### config.mk
export PLATFORM = sky130hd
export DESIGN_NAME = cla_seq_adder
export DESIGN_NICKNAME = d
export VERILOG_FILES = /design/src/rtl/cla_seq_pkg.sv /design/src/rtl/cla_seq_adder_slice.sv /design/src/rtl/cla_seq_adder.sv
export SDC_FILE = /design/constraint.sdc
export NUM_CORES = 1
export LEC_CHECK = 0
export CAP_MARGIN = 25
export CELL_PAD_IN_SITES_DETAIL_PLACEMENT = 0
export CELL_PAD_IN_SITES_GLOBAL_PLACEMENT = 1
export CORE_MARGIN = 5
export CORE_UTILIZATION = 41
export CTS_BUF_LIST = sky130_fd_sc_hd__clkbuf_16
export CTS_CLUSTER_DIAMETER = 80
export DETAILED_ROUTE_END_ITERATION = 8
export GPL_TIMING_DRIVEN = 0
export PLACE_DENSITY = 0.84
export SYNTH_ARGS = -nofsm -noshare
export SYNTH_HDL_FRONTEND = slang
export SYNTH_SLANG_ARGS = --single-unit
export TNS_END_PERCENT = 30
### constraint.sdc
create_clock -name clk -period 3.5 [get_ports clk]
set_clock_uncertainty 0.1 [all_clocks]
set_input_delay 0.7 -clock clk [delete_from_list [all_inputs] [get_ports clk]]
set_output_delay 0.7 -clock clk [all_outputs]
set_load 0.1 [all_outputs]
### src/rtl/cla_seq_pkg.sv
// Shared types and sizing helpers for the nibble-serial CLA adder.
// Optional overflow flag is enabled with CLA_SEQ_OVF_EN.
package cla_seq_pkg;

    typedef enum logic [1:0] {
        IDLE = 2'd0,
        RUN  = 2'd1,
        DONE = 2'd2
    } state_t;

    localparam int NIB = 4;

    // Nibble index width; never narrower than one bit.
    function automatic int idx_w(input int width);
        int n;
        n = width / NIB;
        return (n > 1) ? $clog2(n) : 1;
    endfunction

endpackage

### src/rtl/cla_seq_adder_slice.sv
// 4-bit carry-lookahead slice, purely combinational.
// Exposes c3 so the controller can derive signed overflow.
module cla4_slice (
    input  logic [3:0] a,
    input  logic [3:0] b,
    input  logic       cin,
    output logic [3:0] s,
    output logic       c3,
    output logic       cout
);

    logic [3:0] p;
    logic [3:0] g;
    logic [3:0] c;

    assign p = a ^ b;
    assign g = a & b;

    assign c[0] = cin;
    assign c[1] = g[0] | (p[0] & cin);
    assign c[2] = g[1] | (p[1] & g[0])
                | (p[1] & p[0] & cin);
    assign c[3] = g[2] | (p[2] & g[1])
                | (p[2] & p[1] & g[0])
                | (p[2] & p[1] & p[0] & cin);
    assign cout = g[3] | (p[3] & g[2])
                | (p[3] & p[2] & g[1])
                | (p[3] & p[2] & p[1] & g[0])
                | (p[3] & p[2] & p[1] & p[0] & cin);

    assign s  = p ^ c;
    assign c3 = c[3];

endmodule

### src/rtl/cla_seq_adder.sv
// WIDTH-bit adder that time-shares one CLA slice, one nibble per cycle.
// Define CLA_SEQ_OVF_EN to register signed overflow into ovf.
module cla_seq_adder
    import cla_seq_pkg::*;
#(
    parameter int WIDTH = 16
) (
    input  logic             clk,
    input  logic             rst_n,
    input  logic             in_valid,
    output logic             in_ready,
    input  logic [WIDTH-1:0] a,
    input  logic [WIDTH-1:0] b,
    input  logic             cin,
    output logic             out_valid,
    input  logic             out_ready,
    output logic [WIDTH-1:0] sum,
    output logic             cout,
    output logic             ovf,
    output logic             busy
);

    localparam int NN = WIDTH / NIB;
    localparam int IW = idx_w(WIDTH);
    localparam logic [IW-1:0] LAST = IW'(NN - 1);

    if ((WIDTH % NIB) != 0 || WIDTH < NIB) begin : g_bad_width
        $error("cla_seq_adder: WIDTH must be a multiple of 4, >= 4");
    end

    state_t           state_q;
    state_t           state_d;
    logic [WIDTH-1:0] a_q;
    logic [WIDTH-1:0] b_q;
    logic [WIDTH-1:0] sum_q;
    logic             carry_q;
    logic             cout_q;
    logic [IW-1:0]    idx_q;

    logic [NIB-1:0]   a_nib;
    logic [NIB-1:0]   b_nib;
    logic [NIB-1:0]   s_nib;
    logic             c3;
    logic             c_nib;
    logic             accept;
    logic             step;
    logic             last;

    assign a_nib  = NIB'(a_q >> (NIB * idx_q));
    assign b_nib  = NIB'(b_q >> (NIB * idx_q));
    assign accept = in_valid && (state_q == IDLE);
    assign step   = (state_q == RUN);
    assign last   = (idx_q == LAST);

    cla4_slice u_slice (
        .a    (a_nib),
        .b    (b_nib),
        .cin  (carry_q),
        .s    (s_nib),
        .c3   (c3),
        .cout (c_nib)
    );

    always_ff @(posedge clk or negedge rst_n) begin
        if (!rst_n) state_q <= IDLE;
        else        state_q <= state_d;
    end

    always_comb begin
        state_d = state_q;
        unique case (state_q)
            IDLE:    if (in_valid)  state_d = RUN;
            RUN:     if (last)      state_d = DONE;
            DONE:    if (out_ready) state_d = IDLE;
            default: state_d = IDLE;
        endcase
    end

    always_comb begin
        in_ready  = 1'b0;
        out_valid = 1'b0;
        busy      = 1'b0;
        unique case (state_q)
            IDLE: in_ready = 1'b1;
            RUN:  busy = 1'b1;
            DONE: begin
                out_valid = 1'b1;
                busy      = 1'b1;
            end
            default: ;
        endcase
    end

    always_ff @(posedge clk or negedge rst_n) begin
        if (!rst_n) begin
            a_q     <= '0;
            b_q     <= '0;
            sum_q   <= '0;
            carry_q <= 1'b0;
            cout_q  <= 1'b0;
            idx_q   <= '0;
        end else begin
            unique case (1'b1)
                accept: begin
                    a_q     <= a;
                    b_q     <= b;
                    sum_q   <= '0;
                    carry_q <= cin;
                    cout_q  <= 1'b0;
                    idx_q   <= '0;
                end
                step: begin
                    sum_q[NIB*idx_q +: NIB] <= s_nib;
                    carry_q <= c_nib;
                    if (last) cout_q <= c_nib;
                    else      idx_q  <= idx_q + 1'b1;
                end
                default: ;
            endcase
        end
    end

    assign sum  = sum_q;
    assign cout = cout_q;

`ifdef CLA_SEQ_OVF_EN
    logic ovf_q;

    // Carry into the MSB is the slice's c3 on the final nibble.
    always_ff @(posedge clk or negedge rst_n) begin
        if (!rst_n)              ovf_q <= 1'b0;
        else if (accept)         ovf_q <= 1'b0;
        else if (step && last)   ovf_q <= c3 ^ c_nib;
    end

    assign ovf = ovf_q;
`else
    logic unused_c3;

    assign unused_c3 = c3;
    assign ovf       = 1'b0;
`endif

endmodule

==> flow_metrics.py, run 1 <==
metrics = {
    "run_status": {
        "status": "complete, no violations",
    },
    "global_routing": {
        "grtUsageMet1_pct": 18.1,
        "first_global_vias": 1789,
        "grt_pass1_wl_um": 9000,
        "grt_overflow": 0,
        "busiest_layer": "met2",
        "met2_usage_pct": 21.8,
        "use_met3_pct": 4.34,
        "grt.total_usage_pct": 13.5,
        "grt_max_degree": 31,
        "antenna_found_initial": 0,
    },
    "yosys": {
        "synth_top_cell_by_area": "dfrtp_1",
        "synthCells": 182,
        "synth_seq_cells": 54,
        "synth_area_mm2": 0.00261,
        "synth_nets": 232,
        "synth_cell_type_count": 37,
        "synth_top_cell_area_share_pct": 51.7,
        "synth-edff-count": 0,
        "async_reset_ff_share_pct": 100,
        "seq_area_frac_synth_pct": 51.7,
        "ys_warn_count": 0,
        "synth_area_leaders": "dfrtp_1, mux2_1, mux4_2",
        "synth.avg_cell_area_um2": 14.4,
        "synth-main-ff-cell": "dfrtp_1",
    },
    "clock_network": {
        "clock_latency_ps": 290,
        "htree_num_levels": 2,
        "cts_tree": "yes",
        "cts_setup_buffers": 0,
        "ctsRootBufferMaster": "clkbuf_16",
        "hold_buffers": 0,
        "clock_sinks": 54,
        "clockBufferDepth": 2,
        "cts_inserted_buffers": 5,
        "cts-resized-gates": 0,
        "clkTransAtPathRegs_ps": 70,
    },
    "sta": {
        "finalSetupViolations": 0,
        "rsz0062_at_grt": "no",
        "maxSlewHeadroom_pct": 34.9,
        "finalHoldViolCount": 0,
        "period_needed_ps": 2980,
        "fmax_mhz": 335,
        "holdWs_ps": 300,
        "period_share_pct": 85.3,
        "worst_pin_slew_ps": 973,
        "tns_ps": 0,
        "report.final.slew_viol_count": 0,
    },
    "pwr": {
        "ir_worst_vdd_mv": 0.793,
        "powerDensity_mw_per_mm2": 1050,
        "leakage_nw": 1.47,
    },
    "final_layout": {
        "antenna_cells": 0,
        "synthToLayoutAreaGrowth_pct": 31.1,
        "multi_input_area_mm2": 0.00116,
        "register_area_mm2": 0.00135,
        "fin_cells": 324,
        "layout.nets": 296,
        "drive_gt1_share_pct": 17.0,
        "fillers": 538,
    },
    "die": {
        "die-area_mm2": 0.00807,
        "die_h_um": 89.8,
        "core-area_mm2": 0.00628,
        "ios": 58,
        "row_count": 29,
        "die_w_um": 89.8,
        "start_util_pct": 41.6,
    },
    "setup_path": {
        "worstPathMaxFanout": 4,
        "end_kind": "output port",
        "reg2reg_depth": 7,
        "worstSetupPathType": "reg -> out",
        "critPathLaunchType": "flip-flop",
        "crit_required_ps": 2700,
        "worstPathArrival_ps": 2180,
    },
    "detailed_routing": {
        "vias_per_cell": 5.08,
        "route.detailed.drc": 0,
        "drtIter0Drc": 86,
        "vias": 1645,
        "wirelength_um": 5090,
        "wl_per_cell_um": 15.7,
        "final_antenna_net_count": 0,
        "dr.pass1.iters": 4,
    },
    "placed_design": {
        "dp_cells": 316,
        "portBuffers": 56,
        "place.gp.congestion": 0.783,
        "hpwl_um": 3890,
    },
    "job": {
        "max-cap-violations": 0,
    },
    "worst_hold_path": {
        "hold_class": "in -> async",
    },
}
==> path summary, 6_finish.rpt <==
| kind | startpoint | end | slack (ps) |
|---|---|---|---|
| max | state_q[0]$_DFFE_PN0P_ | in_ready | 520 |
| min reg2reg | b_q[9]$_DFFE_PN0P_ | b_q[9]$_DFFE_PN0P_ | 390 |
| max in group asynchronous | rst_n | b_q[13]$_DFFE_PN0P_ | 2440 |
| min | rst_n | sum[5]$_DFFE_PN0P_ | 300 |
| min in group clk | b_q[9]$_DFFE_PN0P_ | b_q[9]$_DFFE_PN0P_ | 390 |
| max reg2reg | idx_q[0]$_DFFE_PN0P_ | sum[7]$_DFFE_PN0P_ | 790 |
==> critical path: stages (launching register included) <==
cell and delay (ps):
dfrtp_1 400, inv_1 90, ha_1 240, clkdlybuf4s50_1 1170
==> registers in the layout, indices dropped and copies added, names as in the netlist <==
| name | cells |
|---|---|
| cout | 1 |
| a_q | 16 |
| carry_q | 1 |
| idx_q | 2 |
| b_q | 16 |
| state_q | 2 |
| sum | 16 |
==> Yosys cell counts, types with 3 or more instances <==
cell,instances
inv_1,6
dfrtp_1,54
a22o_1,16
ha_1,12
mux2_2,8
buf_2,4
o21ai_0,3
a21oi_1,8
mux4_2,7
buf_6,4
mux2_1,26
nand2_1,7
==> cells by family (layout without fill, tap and decap cells) <==
logic type / count (synthesis) / in the layout / share of synthesized area (%)
fa+ha+maj: 13 / 13 / 6.51
mux: 42 / 42 / 21.7
other cells: 1 / 1 / 0.143
buf+inv: 16 / 81 / 3.78
xor+xnor: 4 / 4 / 1.63
compound gates: 35 / 35 / 10.1
flops: 54 / 54 / 51.7
simple gates: 17 / 17 / 4.40
==> final cells by class <==
class / count / area share [%]
Sequential cell: 54 / 39.4
Multi-Input combinational cell: 112 / 34.0
Timing Repair Buffer: 57 / 16.8
Clock buffer: 5 / 3.65
Tap cell: 77 / 2.81
Buffer: 9 / 2.12
Inverter: 7 / 0.767
Clock inverter: 3 / 0.475
==> power by group <==
part	internal (mW)	switching, mW	leakage (nW)	total [mW]
logic	0.801	1.30	0.731	2.10
clock network	0.262	0.212	0.0689	0.474
registers	0.878	0.142	0.673	1.02
==> placed cells by master (no fill, tap or decap), types with 2 or more instances in the layout <==
master,Yosys,layout
clkbuf_16,0,5
mux2_1,26,26
clkinv_1,0,2
xnor2_1,2,2
mux2_2,8,8
inv_1,6,6
buf_6,4,4
a22o_1,16,16
ha_1,12,12
mux4_2,7,7
clkdlybuf4s50_1,0,55
o21ai_0,3,3
nand2_1,7,7
a21oi_1,8,8
nor3_2,2,2
dfrtp_1,54,54
buf_2,4,5
==> layer usage <==
layer  vias to the layer above  share of wire (%)
met5                         -                  0
met4                         0               0.82
met3                         6                7.0
met2                        51                 47
met1                       795                 46
li1                        793                  -
==> through the flow <==
stage / utilization (%) / cell area, µm² / total power, mW / setup slack [ps]
2_1_floorplan: - / 2610 / 2.62 / 1060
3_5_place_dp: 52.3 / 3290 / 3.15 / 762
5_1_grt: 54.6 / 3430 / 3.84 / 451
4_1_cts: 54.6 / 3430 / 3.64 / 501
3_3_place_gp: 52.1 / 3270 / 3.10 / 20.8
6_report: 54.6 / 3430 / 3.59 / 516
No activity file was read; power rests on OpenSTA's default activity.
==> run 2: changes to the inputs <==
--- a/config.mk
+++ b/config.mk
@@ -18,4 +18,4 @@
 export SYNTH_ARGS = -nofsm -noshare
 export SYNTH_HDL_FRONTEND = slang
 export SYNTH_SLANG_ARGS = --single-unit
-export TNS_END_PERCENT = 30
+export TNS_END_PERCENT = 50
==> results of run 2 <==
No change in the layout: final DEF, timing and power equal those of run 1.
